File: src/rtl/f1_pkg.sv
// f1_pkg
// Shared definitions for the F1 race-start sequencer.
//   f1_state_t   : sequencer state encoding (FAULT only with F1_JUMP_START_EN)
//   LIGHTS_ALL   : light bar with every lamp lit
//   LIGHTS_FAULT : alternating pattern shown after a jump start
//   LFSR_TAPS    : tap mask for the 7-bit x^7+x^6+1 LFSR
//   lfsr_step    : one shift of that LFSR
// Optional feature macro: F1_JUMP_START_EN adds the FAULT state.
package f1_pkg;

  typedef enum logic [2:0] {
    IDLE,
    LIGHT,
    HOLD,
    GO,
    DONE
`ifdef F1_JUMP_START_EN
    , FAULT
`endif
  } f1_state_t;

  localparam logic [7:0] LIGHTS_ALL   = 8'hFF;
  localparam logic [7:0] LIGHTS_FAULT = 8'hAA;

  // Bits 6 and 5 correspond to the x^7 and x^6 terms.
  localparam logic [6:0] LFSR_TAPS = 7'b110_0000;

  // Fibonacci shift: XOR of the tapped bits enters at the bottom.
  function automatic logic [6:0] lfsr_step(input logic [6:0] q);
    return {q[5:0], ^(q & LFSR_TAPS)};
  endfunction

endpackage

File: src/rtl/lfsr7.sv
// lfsr7
// Free-running 7-bit maximal-length LFSR (x^7+x^6+1). It steps on every
// clock outside reset and cycles through all 127 non-zero values.
// Ports:
//   clk   : system clock
//   rst   : synchronous active-high reset, reloads SEED
//   value : current LFSR contents (never zero for a non-zero SEED)
module lfsr7
  import f1_pkg::*;
#(
  parameter logic [6:0] SEED = 7'h01
) (
  input  logic       clk,
  input  logic       rst,
  output logic [6:0] value
);

  always_ff @(posedge clk) begin
    if (rst) begin
      value <= SEED;
    end else begin
      value <= lfsr_step(value);
    end
  end

endmodule

File: src/rtl/f1_start_ctrl.sv
// f1_start_ctrl
// Race-start sequencer: lights the bar one lamp per tick, holds all lamps
// for a pseudo-random number of ticks, extinguishes them and then measures
// the driver's reaction time in clock cycles.
// Ports:
//   clk       : system clock
//   rst       : synchronous active-high reset
//   trigger   : start request, acted on only in IDLE (and FAULT)
//   tick      : one-cycle enable strobe from the clktick divider
//   react     : driver button
//   data_out  : 8-bit light bar
//   busy      : high whenever the sequencer is not idle
//   rt_valid  : one-cycle pulse when rt_cycles is updated
//   rt_cycles : last reaction time, saturating at all-ones
//   fault     : jump-start indicator
// Optional feature macro: F1_JUMP_START_EN enables jump-start detection
// (FAULT state); without it, fault is tied low.
module f1_start_ctrl
  import f1_pkg::*;
#(
  parameter int         CNT_W = 16,
  parameter logic [6:0] SEED  = 7'h01
) (
  input  logic             clk,
  input  logic             rst,
  input  logic             trigger,
  input  logic             tick,
  input  logic             react,
  output logic [7:0]       data_out,
  output logic             busy,
  output logic             rt_valid,
  output logic [CNT_W-1:0] rt_cycles,
  output logic             fault
);

  f1_state_t        state, state_next;
  logic [7:0]       data_next;
  logic [6:0]       lfsr_q;
  logic [6:0]       hold_cnt, hold_next;
  logic [CNT_W-1:0] rt_cnt, rt_cnt_next, rt_cycles_next;

  lfsr7 #(.SEED(SEED)) u_lfsr (
    .clk   (clk),
    .rst   (rst),
    .value (lfsr_q)
  );

  always_comb begin
    state_next     = state;
    data_next      = data_out;
    hold_next      = hold_cnt;
    rt_cnt_next    = rt_cnt;
    rt_cycles_next = rt_cycles;

    case (state)
      IDLE: begin
        data_next = 8'h00;
        if (trigger) begin
          state_next = LIGHT;
        end
      end

      LIGHT: begin
`ifdef F1_JUMP_START_EN
        // A press before lights-out wins over a tick in the same cycle.
        if (react) begin
          state_next = FAULT;
          data_next  = LIGHTS_FAULT;
        end else
`endif
        if (tick) begin
          data_next = {data_out[6:0], 1'b1};
          // This tick lights the last lamp; capture the hold length now.
          if (data_out == 8'h7F) begin
            state_next = HOLD;
            hold_next  = lfsr_q;
          end
        end
      end

      HOLD: begin
        data_next = LIGHTS_ALL;
`ifdef F1_JUMP_START_EN
        if (react) begin
          state_next = FAULT;
          data_next  = LIGHTS_FAULT;
        end else
`endif
        if (tick) begin
          if (hold_cnt == 7'd1) begin
            state_next  = GO;
            data_next   = 8'h00;
            rt_cnt_next = '0;
          end else begin
            hold_next = hold_cnt - 7'd1;
          end
        end
      end

      GO: begin
        data_next = 8'h00;
        if (!(&rt_cnt)) begin
          rt_cnt_next = rt_cnt + CNT_W'(1);
        end
        if (react) begin
          rt_cycles_next = rt_cnt;
          state_next     = DONE;
        end
      end

      DONE: begin
        data_next  = 8'h00;
        state_next = IDLE;
      end

`ifdef F1_JUMP_START_EN
      FAULT: begin
        data_next = LIGHTS_FAULT;
        // The clearing trigger is consumed here and does not start a run.
        if (trigger) begin
          state_next = IDLE;
          data_next  = 8'h00;
        end
      end
`endif

      default: begin
        state_next = IDLE;
        data_next  = 8'h00;
      end
    endcase
  end

  // Status outputs are registered from the next state so they line up
  // with the state they describe.
  always_ff @(posedge clk) begin
    if (rst) begin
      state     <= IDLE;
      data_out  <= 8'h00;
      busy      <= 1'b0;
      rt_valid  <= 1'b0;
      rt_cycles <= '0;
      hold_cnt  <= 7'd0;
      rt_cnt    <= '0;
    end else begin
      state     <= state_next;
      data_out  <= data_next;
      busy      <= (state_next != IDLE);
      rt_valid  <= (state_next == DONE);
      rt_cycles <= rt_cycles_next;
      hold_cnt  <= hold_next;
      rt_cnt    <= rt_cnt_next;
    end
  end

`ifdef F1_JUMP_START_EN
  always_ff @(posedge clk) begin
    if (rst) begin
      fault <= 1'b0;
    end else begin
      fault <= (state_next == FAULT);
    end
  end
`else
  assign fault = 1'b0;
`endif

endmodule

File: config.mk
export PLATFORM = sky130hd
export DESIGN_NAME = f1_start_ctrl
export DESIGN_NICKNAME = d
export VERILOG_FILES = /design/src/rtl/f1_pkg.sv /design/src/rtl/lfsr7.sv /design/src/rtl/f1_start_ctrl.sv
export SDC_FILE = /design/constraint.sdc
export NUM_CORES = 1
export LEC_CHECK = 0
export ABC_AREA = 1
export CAP_MARGIN = 20
export CORE_UTILIZATION = 53
export CTS_CLUSTER_DIAMETER = 30
export DETAILED_ROUTE_END_ITERATION = 7
export HOLD_SLACK_MARGIN = 0.12
export PLACE_DENSITY_LB_ADDON = 0.15
export SLEW_MARGIN = 5
export SYNTH_ARGS = -nofsm -noshare
export SYNTH_HDL_FRONTEND = slang
export SYNTH_SLANG_ARGS = --single-unit
File: constraint.sdc
create_clock -name clk -period 2.01 [get_ports clk]
set_clock_uncertainty 0.15 [all_clocks]
set_input_delay 0.402 -clock clk [delete_from_list [all_inputs] [get_ports clk]]
set_output_delay 0.402 -clock clk [all_outputs]
set_load 0.01 [all_outputs]
==> Word level (Yosys, flattened, before mapping) <==
Index checks and enable logic that the tools add are counted.
{ "word_totals": {"out_inout_bits": 27, "memories": 0, "latch_bits": 0, "mem_bits_rw": 0, "ff_bits": 59, "romBits": 0} }
{ "op_classes": {"reduce_logical": 9, "eq_ne": 12, "multipliers": 0, "muxes": 20, "n_bitwise": 0, "n_addsub": 2, "n_lt_le_gt_ge": 0, "n_shift": 0, "div": 0} }
{ "ops": {"columns": ["cell", "n"], "rows": [
  ["two-way mux 16 bit", 3],
  ["one-hot mux 16 bit (2 select lines)", 1],
  ["two-way mux 7 bit", 4],
  ["two-way mux 8 bit", 3],
  ["two-way mux 3 bit", 6],
  ["adder 16 x 1 -> 16 bit (second input constant)", 1],
  ["one-hot mux 8 bit (2 select lines)", 1],
  ["AND reduction 16 bit", 1],
  ["one-hot mux 7 bit (2 select lines)", 1],
  ["!= test 2 bit (second input constant)", 6],
  ["one-hot mux 3 bit (4 select lines)", 1],
  ["equality test 8 x 7 -> 1 bit (second input constant)", 1],
  ["equality test 7 x 1 -> 1 bit (second input constant)", 1],
  ["parity 7 bit", 1],
  ["subtractor 7 x 1 -> 7 bit (second input constant)", 1],
  ["equality test 3 x 2 -> 1 bit (second input constant)", 2],
  ["AND reduction 5 bit", 1],
  ["AND reduction 4 bit", 1],
  ["nonzero test 2 bit", 2],
  ["equality test 3 x 1 -> 1 bit (second input constant)", 1],
  ["equality test 3 bit (second input constant)", 1],
  ["zero test 3 bit", 1],
  ["nonzero test 3 bit", 1],
  ["AND reduction 2 bit", 1]
]} }

==> Depth between registers and ports, before layout <==
{ "depth": {"ltp_word": 5, "ltp_mapped": 12, "depth_no_buf": 12} }

==> Hierarchy <==
From an unflattened synthesis, not the netlist that was laid out.
{ "hier_totals": {"hier_cells": 415, "area_unflattened_um2": 2780.2} }
{ "modules_own_cells": {"columns": ["module", "area_each_um2", "seq_area_each_um2", "n_inst", "cells_per_inst"], "rows": [
  ["f1_start_ctrl", 2570.0, 1041.0, 1, 391],
  ["lfsr7", 210.2, 140.1, 1, 24]
]} }

==> Worst setup path before layout <==
Ideal clock, no wire load.
{ "synth_timing": {"kind": "flip-flop to flip-flop", "startpoint": "register hold_cnt[1]", "endpoint": "register rt_cnt[0]", "required_ns": 1.744, "stages_incl_launch_ff": 11, "arrival_ns": 1.299, "path_slack_ns": 0.445, "synth_period_minus_slack_ns": 1.565, "path_buffers": 1, "path_cell_list": "dfxtp_1 inv_1 ha_1 inv_1 nor2_1 nand4_1 nand2_1 nand3_2 buf_6 nor2_1 nor2_1"} }
{ "synth_between": {"elab_chain_cells": 3} }
{ "synth_lines": {"columns": ["element", "line", "source"], "rows": [
  ["from (decl)", "f1_start_ctrl.sv:39", "logic [6:0] hold_cnt, hold_next;"],
  ["from (signal assigned)", "f1_start_ctrl.sv:151", "hold_cnt <= hold_next;"],
  ["equality test 7 x 1 -> 1 bit", "f1_start_ctrl.sv:90", "if (hold_cnt == 7'd1) begin"],
  ["!= test 2 bit (no line)", null, null],
  ["AND reduction 4 bit (no line)", null, null],
  ["to (signal assigned)", "f1_start_ctrl.sv:152", "rt_cnt <= rt_cnt_next;"],
  ["to (decl)", "f1_start_ctrl.sv:40", "logic [CNT_W-1:0] rt_cnt, rt_cnt_next, rt_cycles_next;"]
]} }
Every way passes these cells.
A chain may end at the register's enable or synchronous reset.

==> Worst setup path in the final report <==
{ "layout_timing": {"startpoint": "register hold_cnt[1]", "endpoint": "register rt_cnt[15]"} }
The elaborated chain is that of the path after synthesis.

==> results_dict.tcl <==
set metrics [dict create \
    routed_wl_mm 6.41 \
    rr_endpoint "rt_cnt[15]$_SDFFE_PP0P_" \
    cp-end-kind "flip-flop" \
    clock-sinks 59 \
    layout-drive-gt1-share_pct 10.7 \
    drt-pass1-iter-count 6 \
    synth.most_common_cell "nor2_1" \
    grt.overflow.total 0 \
    fin_area_um2 3310 \
    fin_crit_sh_pct 93.2 \
    hp-class "reg2reg" \
    worstHoldPathCells 2 \
    synthCells 388 \
    portBuffers 30 \
    grt_max_degree 24 \
    dieArea_um2 5430 \
    antenna_found_initial 0 \
    dr_total_vias 2638 \
    clkLatencyLatePin_ns 0.33 \
    run_status "completed" \
    synthAdderAreaFrac_pct 1.38 \
    peakVddDrop_mv 0.467 \
    syn-num-nets 396 \
    start_kind "flip-flop" \
    die_h_um 73.7 \
    synth.area.top_cells "dfxtp_1 (43%), nor2_1 (10%), nand2_1 (8.4%)" \
    cp_data_required_time_ns 2.13 \
    holdWs_ns 0.281 \
    rsz0062_at_grt "false" \
    ctsHoldBuffers 0 \
    arrival_ns 1.99 \
    period_needed_ns 1.87 \
    p_leak_nw 1.31 \
    ys_warn_count 0 \
    syn_to_final_growth_pct 21.5 \
    max_freq_mhz 534 \
    finalHoldViolations 0 \
    post_cts_resized 0 \
    multiInputGateArea_um2 1320 \
    num-fill-cells 429 \
    avgSynthCellArea_um2 7.03 \
    r2r_setup_slack_ns 0.14 \
    synth.largest_area_cell "dfxtp_1" \
    drv_slew 0 \
    synth_seq_cells 59 \
    yosys-top-cells-count "nor2_1 (73), nand2_1 (61), dfxtp_1 (59), o21ai_0 (40), inv_1 (32)" \
    synth_xor_area_share_pct 0.642 \
    vias_per_cell 5.30 \
    path_max_fanout 17 \
    drv_cap 0 \
    post_cts_buffers 0 \
    gp_congestion 0.866 \
    numCtsBuffers 9 \
    rows 25 \
    synthMuxAreaShare_pct 0 \
    ant_nets 0 \
    cts-root-buf "clkbuf_8" \
    hp-start "u_lfsr.value[1]$_SDFF_PP0_" \
    htreeDepth 3 \
    avgRoutedWirePerCell_um 12.9 \
    r2r_cells 12 \
    clock_path_buffers 2 \
    clkTransAtPathRegs_ns 0.07 \
    start_util_pct 56.2 \
    min_to "u_lfsr.value[2]$_SDFF_PP0_" \
    synthArstFlopShare_pct 0 \
    drc_errors 0 \
    synthSimpleGateAreaFrac_pct 30.5 \
    synth_compound_area_share_pct 15.6 \
    worstSetupPathType "reg2reg" \
    io_pins 32 \
    grt_pass1_wl_mm 10.6 \
    synth_top_family_by_area "simple AND/OR/NAND/NOR gates" \
    hpwl_mm 4.56 \
    p_per_area_nw_per_um2 714 \
    post-route-util_pct 68.3 \
    finalSetupViolations 0 \
    synth_seq_area_share_pct 43.3 \
    fp.dieW_um 73.7 \
    cts_tree "done" \
    reg2reg_from "hold_cnt[1]$_SDFFE_PP0P_" \
    grt_pass1_vias 2344 \
    ff_latch_area_um2 1180 \
    groute.usage.overall_pct 25.5 \
    synth_top_area_share_pct 43.3 \
    synth.distinct_cells 30 \
    fin_nets 434 \
    placed_area_um2 3120 \
    synth_edf_count 0 \
    coreArea_um2 4850 \
    initialDrtViolationCount 167 \
    synth_ff_type "dfxtp_1" \
    num_antenna_cells 0 \
    syn_area_um2 2730 \
]
routing by layer:
layer | vias to the layer above | share of wire, % | track usage [%]
met5 | - | 0 | 0
met4 | 0 | 1.9 | 13.2
met3 | 13 | 4.5 | 3.84
met2 | 86 | 45 | 38.6
met1 | 1190 | 49 | 35.1
li1 | 1349 | - | -
cell families after synthesis:
family                     Yosys count
other                                1
AOI/OAI and AO/OA                   81
adders and majority gates            3
DFF                                 59
xor gates and xnor gates             2
buffers and inverters               53
and+or+nand+nor                    189
critical path, stage by stage (launching register included):
cell	delay [ns]
dfxtp_1	0.31
inv_1	0.09
ha_1	0.15
inv_1	0.04
nor2_1	0.12
nand3_1	0.11
nand2_1	0.09
nand3_2	0.08
nor2_4	0.33
nand2_1	0.12
nand2_1	0.08
nand2_1	0.04
nor2_1	0.10
how the worst max path moves through the flow:
stage / slack [ns] / to / cells past startpoint / startpoint
after detailed placement: -0.12 / rt_cnt[15]$_SDFFE_PP0P_ / 9 / tick
after CTS: 0.12 / rt_cnt[15]$_SDFFE_PP0P_ / 12 / hold_cnt[1]$_SDFFE_PP0P_
after global routing: 0.02 / rt_cnt[15]$_SDFFE_PP0P_ / 12 / hold_cnt[1]$_SDFFE_PP0P_
after global placement: -0.02 / rt_cnt[15]$_SDFFE_PP0P_ / 8 / tick
final: 0.14 / rt_cnt[15]$_SDFFE_PP0P_ / 12 / hold_cnt[1]$_SDFFE_PP0P_
after floorplan: 0.44 / rt_cnt[0]$_SDFFE_PP0P_ / 10 / hold_cnt[1]$_SDFFE_PP0P_
layout make-up:
| type | count | share of cell area [%] |
|---|---|---|
| clock buffers | 11 | 4.27 |
| clock inverters | 5 | 1.59 |
| multi-input cells | 276 | 39.7 |
| repair buffers | 40 | 11.7 |
| flip-flops and latches | 59 | 35.6 |
| well taps | 67 | 2.53 |
| inverters | 40 | 4.53 |
state kept, by name, summed over array words and instances (netlist names):
| register | flops |
|---|---|
| rt_valid | 1 |
| u_lfsr.value | 7 |
| busy | 1 |
| rt_cycles | 16 |
| hold_cnt | 7 |
| state | 3 |
| rt_cnt | 16 |
| data_out | 8 |
power breakdown:
group / total [W] / switching [W] / internal (W)
Combinational: 0.000108 / 0.0000607 / 0.0000473
Sequential: 0.00119 / 0.0000109 / 0.00118
Clock: 0.00106 / 0.000464 / 0.000600
Total: 0.00237 / 0.000535 / 0.00183
cell usage in the layout (no fill, tap or decap), types with 2 or more instances in the layout:
master | Yosys | routed
nor2_1 | 73 | 73
nand3_1 | 30 | 30
nand2_1 | 61 | 61
inv_2 | 7 | 7
xor2_1 | 2 | 2
nand4_1 | 10 | 10
a221oi_1 | 2 | 2
nor2_4 | 3 | 3
nand3_2 | 2 | 2
dfxtp_1 | 59 | 59
clkinv_2 | 0 | 3
nor2_2 | 6 | 6
buf_4 | 3 | 9
inv_1 | 32 | 32
clkdlybuf4s50_1 | 0 | 30
ha_1 | 3 | 3
o21bai_1 | 2 | 2
clkbuf_8 | 0 | 10
o21ai_0 | 40 | 40
a21oi_1 | 31 | 31
o21ai_1 | 3 | 3
metrics by stage:
step / instances / TNS (ns) / total power (W) / setup WS (ns)
floorplan: 388 / 0 / 0.00128 / 0.445
global placement: 482 / -0.0165 / 0.00133 / -0.0165
detailed placement: 482 / -0.338 / 0.00133 / -0.117
CTS: 498 / 0 / 0.00238 / 0.121
global route: 498 / 0 / 0.00244 / 0.0183
finish: 498 / 0 / 0.00237 / 0.137
No activity file was read; power rests on OpenSTA's default activity.
